==> config.mk <==
export PLATFORM = sky130hd
export DESIGN_NAME = if_id_reg
export DESIGN_NICKNAME = d
export VERILOG_FILES = /design/src/rtl/if_id_reg.sv
export SDC_FILE = /design/constraint.sdc
export NUM_CORES = 1
export LEC_CHECK = 0
export ABC_AREA = 1
export CAP_MARGIN = 20
export CORE_MARGIN = 5
export CORE_UTILIZATION = 42
export CTS_CLUSTER_SIZE = 30
export DETAILED_ROUTE_END_ITERATION = 7
export PLACE_DENSITY = 0.86
export REMOVE_ABC_BUFFERS = 1
export SYNTH_ARGS = -nofsm -noshare
export SYNTH_HDL_FRONTEND = slang
export SYNTH_SLANG_ARGS = --single-unit
==> constraint.sdc <==
create_clock -name clk -period 1.6 [get_ports clk]
set_clock_uncertainty 0.15 [all_clocks]
set_input_delay 0.24 -clock clk [delete_from_list [all_inputs] [get_ports clk]]
set_output_delay 0.24 -clock clk [all_outputs]
set_load 0.02 [all_outputs]
==> src/rtl/if_id_reg.sv <==
// if_id_reg: fetch/decode pipeline register with fetch-address check, bubble insertion and stall counter.
module if_id_reg #(
  parameter logic [31:0] RESET_PC = 32'h0000_3000,
  parameter logic [31:0] EXC_PC   = 32'h0000_4180,
  parameter logic [31:0] IM_LO    = 32'h0000_3000,
  parameter logic [31:0] IM_HI    = 32'h0000_6ffc
) (
  input  logic        clk,
  input  logic        reset,
  input  logic [31:0] pc_f,
  input  logic [31:0] instr_f,
  input  logic        bd_f,
  input  logic        lock,
  input  logic        flush,
  input  logic        handle,
  output logic [31:0] pc_d,
  output logic [31:0] instr_d,
  output logic        bd_d,
  output logic [4:0]  exc_d,
  output logic        valid_d,
  output logic [7:0]  stall_cnt
);
  logic [31:0] id_pc_q, id_pc_d, id_instr_q, id_instr_d;
  logic        id_bd_q, id_bd_d, id_valid_q, id_valid_d;
  logic [4:0]  id_exc_q, id_exc_d;
  logic [7:0]  id_cnt_q, id_cnt_d;
  logic        fault, kill, hold;
  assign fault = (pc_f[1:0] != 2'b00) || (pc_f < IM_LO) || (pc_f > IM_HI);
  assign kill  = handle || flush;
  assign hold  = lock && !kill;
  always_comb begin
    id_pc_d    = handle ? EXC_PC : hold ? id_pc_q : pc_f;
    id_instr_d = kill ? 32'h0 : hold ? id_instr_q : fault ? 32'h0 : instr_f;
    id_bd_d    = kill ? 1'b0 : hold ? id_bd_q : bd_f;
    id_exc_d   = kill ? 5'd0 : hold ? id_exc_q : fault ? 5'd4 : 5'd0;
    id_valid_d = kill ? 1'b0 : hold ? id_valid_q : 1'b1;
    id_cnt_d   = !hold ? 8'd0 : (id_cnt_q == 8'd255) ? id_cnt_q : id_cnt_q + 8'd1;
  end
  always_ff @(posedge clk or negedge reset) begin
    if (!reset) begin
      id_pc_q    <= RESET_PC;
      id_instr_q <= 32'h0;
      id_bd_q    <= 1'b0;
      id_exc_q   <= 5'd0;
      id_valid_q <= 1'b0;
      id_cnt_q   <= 8'd0;
    end else begin
      id_pc_q    <= id_pc_d;
      id_instr_q <= id_instr_d;
      id_bd_q    <= id_bd_d;
      id_exc_q   <= id_exc_d;
      id_valid_q <= id_valid_d;
      id_cnt_q   <= id_cnt_d;
    end
  end
  assign pc_d      = id_pc_q;
  assign instr_d   = id_instr_q;
  assign bd_d      = id_bd_q;
  assign exc_d     = id_exc_q;
  assign valid_d   = id_valid_q;
  assign stall_cnt = id_cnt_q;
endmodule
Word-level counts from Yosys, hierarchy flattened. Cells that the tools add are included.

Bits in registers: 79. Input port bits: 70.

$add $sub $neg: 1. Magnitude comparators: 2. Equality and inequality tests: 4. Mux-type cells: 14. Reductions and logical operators: 6.

Operators by type and width (number): 32-bit two-way mux (5); 32-bit by 15-bit greater-than comparator with 1-bit output, second input constant (1); 32-bit by 14-bit < comparator with 1-bit output, second input constant (1); 8-bit two-way mux (2); 5-bit two-way mux (2); 8-bit by 1-bit adder with 8-bit output, second input constant (1); 8-bit == test, second input constant (1); 2-bit != test, second input constant (3); 1-bit two-way mux (4); 1-bit logical OR (3); 3-bit two-way mux (1); 2-bit nonzero test (1); 1-bit logical AND (1); 1-bit zero test (1).

Depth between registers and ports, before layout.
Word-level depth: 6. Mapped depth: 8.

Worst setup path after synthesis. OpenSTA, ideal clock, no wires.

Path kind: register to register. Start point: register id_cnt_q[0] (netlist: stall_cnt[0]). End point: register id_cnt_q[0] (netlist: stall_cnt[0]). Arrival time: 1.327 ns. Path slack: 0.047 ns. Cell stages (with the launch flop): 8. Path buffers: 0. Clock period less this slack: 1.553 ns. Cells stage by stage: dfrtp_1 > ha_1 > nand2_1 > inv_1 > nand4_1 > nor2_1 > inv_1 > o21ai_1.

Longest elaborated chain between the ends: 3. Elaborated cells on any way between the ends: 5. Those cells by class: add/sub (1); eq/ne (2); mux (2).

Ends and longest elaborated chain: start, declared (line 26) `logic [7:0] id_cnt_q, id_cnt_d;`; start signal, assigned (line 53) `id_cnt_q <= id_cnt_d;`; 8-bit by 1-bit adder with 8-bit output (line 37) `id_cnt_d = !hold ? 8'd0 : (id_cnt_q == 8'd255) ? id_cnt_q : id_cnt_q + 8'd1;`; 8-bit two-way mux (2 in series) (line 37).

Several ways; a longest one is shown, not always the timed one. The select of a mux whose other input is x is not followed. A chain may end at the register's enable or synchronous reset.

Worst setup path in the final report. Ends and elaborated chain as after synthesis.

==> results by stage <==
STA:
- The hold violation total from the final report is 0.
- The portion of the clock cycle consumed by the worst path in the final layout is 99.8%.
- The number of max-slew violations in the final report is 0.
- The final critical-path setup slack is 3.85 ps.
- The clock period minus worst slack is 1600 ps.
- The achievable clock frequency is 627 MHz.
- The final setup violation count is 0.

Floorplan:
- The die covers 0.0101 mm2.
- The floorplan die width is 101 um.
- The die height is 101 um.
- The floorplan has 33 rows.
- The starting density of the core is 42.5%.
- The core area is 0.00809 mm2.
- The boundary pin count is 149.

Worst setup path:
- The number of cells on the critical path is 7.
- The top cell family by delay on the critical path is flip-flops.
- Walking the worst path, the cells encountered are ha_2 -> nand2_1 -> inv_2 -> nand4_1 -> nor2_2 -> inv_1 -> o21ai_1.
- The startpoint identified for the worst register-to-register timing path is stall_cnt[0]$_DFFE_PN0P_.
- For this run, the slowest stage of the critical path takes 410 ps.
- The arrival time at the worst endpoint is 1710 ps.
- In this run the worst path has a maximum fanout of 4.
- The capturing element of the worst setup path is stall_cnt[0]$_DFFE_PN0P_.
- The master of the slowest instance on the critical path is sky130_fd_sc_hd__dfrtp_2.
- The register-to-register path setup slack is 4 ps.
- The startpoint type of the worst setup path is a register.
- Counting both buffers and inverters, the worst setup path holds a total of 2.
- The worst setup path is captured at a register.
- The critical path start-end classification is reg2reg.
- In this run the critical register-to-register path is captured at stall_cnt[0]$_DFFE_PN0P_.
- STA puts the critical path data required time at 1720 ps.
- For the worst flop-to-flop path, the logic depth is 7.
- Tracing the worst setup path back leads to its startpoint at stall_cnt[0]$_DFFE_PN0P_.

Yosys:
- Synthesis inferred 75 register bits.
- After technology mapping, the gate count stands at 412.
- The most used standard cell by instance count after synthesis is sky130_fd_sc_hd__nand2_1.
- The mean area per synthesized cell is 8.35 um2.
- The synthesized design devotes to its leading area cell type 53.1% of total area.
- The most used flip-flop cell after synthesis is sky130_fd_sc_hd__dfrtp_1.
- Counting instances in the post-synthesis netlist gives the leading cell types as 187 x sky130_fd_sc_hd__nand2_1, 73 x sky130_fd_sc_hd__dfrtp_1, 36 x sky130_fd_sc_hd__nand3_1.
- The share of async-settable or async-resettable flops after synthesis is 100%.
- The cell area that synthesis handed to floorplanning was 0.00344 mm2.
- The post-synthesis cell type count is 28.
- The cell type contributing the most total cell area after synthesis is sky130_fd_sc_hd__dfrtp_1.
- The count of flip-flops with a built-in enable after synthesis is 0.
- The count of yosys warnings during synthesis is 0.
- After synthesis, flip-flops and latches occupy 54.6% of the total area.
- By area the synthesized netlist is led by sky130_fd_sc_hd__dfrtp_1 53%, sky130_fd_sc_hd__nand2_1 20%, sky130_fd_sc_hd__nand3b_1 7.0%.

GRT:
- For this run the aggregate overflow at the end of global routing stands at 0.
- The total routing resource utilization after global routing is 19.8%.
- The number of global-route vias before repair is 3401.
- The number of antenna violations at the first check in global routing is 0.
- Entering global routing, the biggest net connects 47 pins.
- The first-pass GRT wire length is 16000 um.

Clocking:
- The depth of the CTS H-tree is 3.
- The largest buffer count on any clock path is 2.
- The clock drives 75 sinks.
- TritonCTS built the clock tree.
- The latest clock arrival within the worst-skew pair is 340 ps.
- The register clock-pin slew on the reported worst setup and hold paths is 80 ps.
- Buffers inserted during clock tree synthesis total 9.
- The root buffer selected by CTS is sky130_fd_sc_hd__clkbuf_8.

Route:
- Detailed routing placed a total of 5220 um of wire on met2.
- In this run the remaining antenna-violating nets after routing total 0.
- For this block, the via count after detailed routing is 3502.
- The detailed-route vias per instance is 5.13.
- After detailed routing, the met3 layer carries 742 um of wire.
- The remaining routing DRC violations is 0.
- In the final routing, the length of wire on met1 measures 4320 um.
- The detailed router finished its first iteration with 114 violations.
- The total routed wirelength is 10500 um.
- Before antenna repair, the detailed router went through 5 iterations.
- The average wire length per cell after detail routing is 15.3 um.
- The top routing layer in use is met4.

Finish:
- The final core utilization is 66.2%.
- The number of antenna diodes in the final layout is 0.
- The post-route netlist has 11.1% of its cells at a drive strength greater than 1.
- The count of fill cells added during filler insertion is 669.
- The area growth from synthesis to layout is 55.7%.
- The post-layout net count is 644.

Hold path:
- The tightest min-delay check is of the in2reg type.

Pwr:
- The leakage power of the design is 2.95 nW.
- The worst-case IR drop observed on VDD is 0.341 mV.
- The power per unit of standard cell area is 735 mW/mm2.

Placed design:
- Detailed placement ended at an HPWL of 7340 um.
- The weighted congestion at the end of routability-driven global placement is 0.846.
- The quantity of I/O buffers inserted on ports is 144.
- The setup slack at placement is -276 ps.

Run status:
- The flow ran to the end, and the final reports show no timing, DRC or antenna violations.

Flow run:
- The tool flagged a number of max-cap violations equal to 0.
## worst min-delay path, delay by kind of cell
family                 cells  cell delay, ps
buffers and inverters      1             110
and+or+nand+nor            2             150
## worst min path at each step
stage              from                       end  slack, ps  depth (start not counted)
2_1_floorplan     reset          bd_d$_DFFE_PN0P_       -210                          0
3_5_place_dp      reset      pc_d[20]$_DFFE_PN0P_         70                          1
4_1_cts           reset      pc_d[20]$_DFFE_PN0P_        240                          2
3_3_place_gp      reset  stall_cnt[2]$_DFFE_PN0P_         60                          1
6_report       pc_f[19]      pc_d[19]$_DFFE_PN0P_         30                          3
5_1_grt        pc_f[18]      pc_d[18]$_DFFE_PN0P_         20                          3
## cells in the final DEF (no fill, tap or decap), drive strengths merged, types with 2 or more instances in the layout
cell type and instances:
a21oi 2, clkbuf 16, clkinvlp 2, dlygate4sd2 71, nand2 189, clkdlybuf4s50 58
dfstp 2, nand3 36, a31oi 2, conb 4, clkdlybuf4s15 3, nand3b 32
o31ai 3, buf 26, nand4 2, dfrtp 73, nor3 2, nor2 23
dlymetal6s2s 10, inv 10, clkinv 3, o21ai 5
## what timing repair did
action / in CTS / in global routing
buffers inserted: 0 / 4
pin swaps: 0 / 10
hold buffers: 1 / 0
setup endpoints to repair: 75 / 10
resized for setup: 77 / 23
cloned: 0 / 3
endpoints found under the hold margin: 28 / 0
## through the flow
stage	hold WS [ps]	power (mW)	TNS, ps	cells	cell area, um2
floorplan	-206	2.24	-2830	389	3290
global placement	58.2	2.68	-8890	659	5110
detailed placement	65.7	2.69	-9700	659	5110
CTS	242	3.97	0	676	5210
global route	19.0	4.10	-368	683	5360
finish	28.6	3.93	0	683	5360
## report_power, final
part | switching [mW] | internal (mW)
combinational | 0.319 | 0.302
sequential | 0.0320 | 1.96
clock | 0.682 | 0.643
total | 1.03 | 2.90
## final cells by class
class                      instances  area (um2)  area share [%]
sequential                        75        1880            35.1
timing repair buffer             173        1730            32.3
multi-input combinational        303        1390            25.9
clock buffer                      12         155            2.90
tap                              105         131            2.45
inverter                          11        43.8           0.818
clock inverter                     4        25.0           0.467
## state kept, by name (all words and copies together) (netlist names)
signal and flops:
stall_cnt 8, pc_d 32, exc_d 1, bd_d 1, instr_d 32, valid_d 1
## cell families (layout without fill, tap and decap cells)
| family | Yosys count | after routing | synth area share (%) |
|---|---|---|---|
| AO/OA/AOI/OAI | 13 | 13 | 2.29 |
| adder cells (fa/ha/maj) | 1 | 1 | 0.364 |
| buffers and inverters | 37 | 200 | 5.93 |
| flip-flops | 75 | 75 | 54.6 |
| other | 1 | 4 | 0.109 |
| AND/OR/NAND/NOR | 285 | 285 | 36.7 |
## metal layers
metal	up-vias	global-route usage, %
li1	1625	-
met1	1677	24.5
met2	178	34.2
met3	22	4.64
met4	0	6.84
met5	-	0
No activity file was read; power rests on OpenSTA's default activity.
==> RTL edit 1: new RTL, same settings <==
The parameter `IM_HI` goes from 32'h0000_6ffc to 32'h000037fe.
--- a/src/rtl/if_id_reg.sv
+++ b/src/rtl/if_id_reg.sv
@@ -3,7 +3,7 @@
   parameter logic [31:0] RESET_PC = 32'h0000_3000,
   parameter logic [31:0] EXC_PC   = 32'h0000_4180,
   parameter logic [31:0] IM_LO    = 32'h0000_3000,
-  parameter logic [31:0] IM_HI    = 32'h0000_6ffc
+  parameter logic [31:0] IM_HI    = 32'h000037fe
 ) (
   input  logic        clk,
   input  logic        reset,
Formal check against the unedited RTL: not equivalent (Yosys sat finds a counterexample within 4 cycles, from zero or initial values and one cycle with reset low).
==> RTL edit 1 against the unedited design <==
  * Worst setup slack better by 28 ps
  * Sequential cell count stayed put
  * Global-route usage is 0.66 points higher
  * First-iteration DRC count is 32% higher
  * Largest power group unchanged
  * Total power is 4.0% higher
  * Fmax is 1.8% higher
  * Non-clock buffer count is 7 lower
  * Register-to-register slack better by 110 ps
  * Utilization is 1.4 points lower
  * Area after synthesis is 2.8% higher
  * Highest routed layer unchanged
  * Final area is 0.58% lower
  * Wire length is 2.2% lower
==> RTL edit 1: results (changes against the unedited design) <==
* Status: finished, final reports clean
* Worst Setup SP: pc_d[13]$_DFFE_PN1P_
* Combinational group power at 0.000576 W (-7.1%)
* Cell count after synthesis at 448 (+8.7%)
* Fill cells at 722 (+7.9%)
* Maximum vdd drop at 458 uV (+34%)
* Placed Cells at 692 (+5.0%)
* WL met1 at 4.14 mm (-4.3%)
* Drt wl/cell at 14.4 um (-5.8%)
* Power Internal at 0.00308 W (+6.2%)
* Reg-to-reg slack, setup at 110 ps (+110 ps)
* Top area cells in the synthesized netlist: dfrtp_1 (52%), nand2_1 (16%), nand4_1 (6.2%), nor2_1 (5.6%), inv_1 (4.8%)
* Final Net Count at 670 (+4.0%)
* Critical Path Sink: pc_d[13]
* Clock buffer depth at 2 (unchanged)
* Sw Pwr at 0.00101 W (-2.1%)
* Vias per cell at 4.94 (-3.7%)
* WL met2 at 5.21 mm (-0.19%)
* Reg2Reg Depth at 6 (-1)
* 1st-iter DRT viols at 151 (+32%)
* GR Util met3 at 0.0358 (-0.0106)
* DPL Wire Length at 7.54 mm (+2.7%)
* Final Critical Period at 1570 ps (-27.7 ps)
* CP max-delay cell: dfstp_2
* Top cells by count, synth: nand2_1 (154), dfrtp_1 (73), nor2_1 (53)
* Total GRT Usage at 0.205 (+0.00663)
* GR Util met1 at 0.267 (+0.0224)
* Clock network power share at 0.374 (+0.037)
* Layout cells sized above 1 at 0.0861 (-0.0246)
* First-pass GRT wire length at 17.0 mm (+6.6%)
* Largest net degree at the start of global routing at 76 (+62%)
* Worst endpoint data arrival time at 1180 ps (-530 ps)
* Cell variety after synth at 23 (-18%)
* Met3 Wirelength at 738 um (-0.54%)
* Gpl congestion at 0.767 (-9.4%)
[RTL edit 1: cell count changes in the layout (fill, tap and decap cells not counted), moves of 4 or more]
cell / delta
nand2_1: -32
buf_4: -4
nor2_1: +35
nand3b_1: -31
nand4_1: +33
clkdlybuf4s50_1: +10
inv_1: +38
dlymetal6s2s_1: -10
o21ai_0: +28
nand3_1: -25
[RTL edit 1: cells by family (layout without fill, tap and decap cells)]
family | count (synthesis) | in the layout | share of synthesized area
buffers and inverters | 77 | 230 | 0.0998
flip-flops | 75 | 75 | 0.531
AO/OA/AOI/OAI | 34 | 34 | 0.0499
AND/OR/NAND/NOR | 260 | 260 | 0.314
other | 1 | 4 | 0.00106
adder cells (fa/ha/maj) | 1 | 1 | 0.00354
[RTL edit 1: cell type report]
cell class	instances	share of cell area
Sequential cell	75	0.353
Timing Repair Buffer	166	0.300
Multi-Input combinational cell	299	0.248
Inverter	48	0.0338
Clock buffer	12	0.0310
Tap cell	105	0.0247
Clock inverter	4	0.00893
==> RTL edit 2: new RTL, same flow settings <==
Made on the original files. Put one more register stage on the output `stall_cnt`, cleared by the reset. The value now appears one clock later. The other outputs are not delayed to match.
--- a/src/rtl/if_id_reg.sv
+++ b/src/rtl/if_id_reg.sv
@@ -58,5 +58,11 @@
   assign bd_d      = id_bd_q;
   assign exc_d     = id_exc_q;
   assign valid_d   = id_valid_q;
-  assign stall_cnt = id_cnt_q;
+  always_ff @(posedge clk or negedge reset) begin
+    if (!reset) begin
+      stall_cnt <= '0;
+    end else begin
+      stall_cnt <= id_cnt_q;
+    end
+  end
 endmodule
Check against the original RTL: not equivalent (a bounded check fails within 4 cycles, from zero or initial values and one cycle with reset low).
==> RTL edit 2 against the unedited design <==
  * Critical path depth shrank 6
  * Worst setup slack gained 100 ps
  * Sequential power grew 10%
  * Total power up 10%
  * Area after synthesis increased by 5.1%
  * Final area up 0.91%
  * Non-clock buffer count shrank 8
  * Count of clock-buffer cells in the layout decreased by 1
  * Critical endpoint is now pc_d[7]
  * Wire length down 9.2%
  * Sequential cell count grew 8
==> RTL edit 2: results (changes against the unedited design) <==
* Status: finished, final reports clean
* Placed Cells at 694 (+5.3%)
* Reg-to-reg slack, setup at 150 ps (+150 ps)
* Period utilisation layout at 0.932 (-0.0653)
* Primary FF master, synth: dfrtp_1
* Placed Area at 0.00529 mm^2 (+3.5%)
* Cell variety after synth at 23 (-18%)
* Critical Path Sink: pc_d[7]
* Cell count after synthesis at 446 (+8.3%)
* DPL Wire Length at 7.06 mm (-3.8%)
* First-pass GRT wire length at 15.4 mm (-3.5%)
* Reg2reg end: id_cnt_q[1]$_DFFE_PN0P_
* Total GRT Usage at 0.185 (-0.0133)
* CP max-delay cell: dfrtp_1
* Switch share at 0.248 (-0.0143)
* Largest net degree at the start of global routing at 56 (+19%)
* Synth Area in Compound Gates at 0.0623 (+0.0394)
* Worst Setup SP: pc_d[7]$_DFFE_PN0P_
* Worst endpoint data arrival time at 1100 ps (-610 ps)
* Top cells by count, synth: nand2_1 (181), dfrtp_1 (81), nor2_1 (50)
* Leakage at 3.01 nW (+2.3%)
* Layout cells sized above 1 at 0.0759 (-0.0348)
* Synth Area in Adders at 0.00346 (-0.000177)
* Fill cells at 727 (+8.7%)
* Slowest stage delay, CP at 380 ps (-30 ps)
* Place WS at -209 ps (+66.8 ps)
* Top area cells in the synthesized netlist: dfrtp_1 (56%), nand2_1 (19%), nor2_1 (5.2%), inv_1 (4.7%), o21ai_0 (4.6%)
* Final Net Count at 672 (+4.3%)
* Maximum vdd drop at 348 uV (+2.1%)
* Gpl congestion at 0.834 (-1.4%)
* Register area share after synthesis at 0.575 (+0.0287)
* Critical R2R Launch: id_cnt_q[0]$_DFFE_PN0P_
* Drt wl/cell at 13.4 um (-13%)
* Drt total wl at 9.50 mm (-9.2%)
* Initial antenna violation count at 0 (unchanged)
* 1st-iter DRT viols at 81 (-29%)
* Vias at 3361 (-4.0%)
* HP Class: primary input to asynchronous set/reset pin
## RTL edit 2: logic make-up after synthesis
| kind of cell | after synthesis |
|---|---|
| AND/OR/NAND/NOR | 247 |
| adder cells (fa/ha/maj) | 1 |
| AO/OA/AOI/OAI | 44 |
| flip-flops | 83 |
| buffers and inverters | 70 |
| other | 1 |
## RTL edit 2: cell type report
| class | instances | share of cell area |
|---|---|---|
| Clock buffer | 11 | 0.0280 |
| Inverter | 46 | 0.0319 |
| Tap cell | 105 | 0.0243 |
| Clock inverter | 5 | 0.0111 |
| Timing Repair Buffer | 165 | 0.293 |
| Multi-Input combinational cell | 296 | 0.227 |
| Sequential cell | 83 | 0.385 |
## RTL edit 2: what timing repair did
| action | 4_1_cts | 5_1_grt |
|---|---|---|
| hold endpoints to repair | 82 | 0 |
| hold buffers | 1 | 0 |
| setup endpoints to repair | 75 | 2 |
| gates resized for setup | 77 | 2 |
## RTL edit 2: worst min path at each step
stage | cells after the start | slack, ps | startpoint | to
4_1_cts | 3 | 250 | reset | stall_cnt[5]$_DFF_PN0_
5_1_grt | 3 | 270 | reset | stall_cnt[5]$_DFF_PN0_
2_1_floorplan | 0 | -210 | reset | bd_d$_DFFE_PN0P_
6_report | 3 | 240 | reset | stall_cnt[5]$_DFF_PN0_
3_3_place_gp | 2 | 70 | reset | pc_d[10]$_DFFE_PN0P_
3_5_place_dp | 2 | 80 | reset | stall_cnt[5]$_DFF_PN0_
## RTL edit 2: power groups by stage
stage | logic, W | registers (W) | clock network, W
3_5_place_dp | 0.000630 | 0.00223 | 0
3_3_place_gp | 0.000619 | 0.00223 | 0
6_report | 0.000584 | 0.00219 | 0.00156
5_1_grt | 0.000641 | 0.00220 | 0.00170
4_1_cts | 0.000594 | 0.00219 | 0.00161
2_1_floorplan | 0.000128 | 0.00230 | 0
## RTL edit 2: routing by layer
metal | routed length, um | track usage | up-vias
met1 | 3900 | 0.226 | 1564
met2 | 4640 | 0.318 | 129
met5 | 0 | 0 | -
met4 | 255 | 0.0797 | 0
met3 | 706 | 0.0392 | 20
li1 | - | - | 1648
## RTL edit 2: through the flow
stage,hold slack (ps),util
floorplan,-206,-
global placement,69.0,0.637
detailed placement,79.2,0.637
CTS,245,0.652
global route,269,0.651
finish,244,0.651
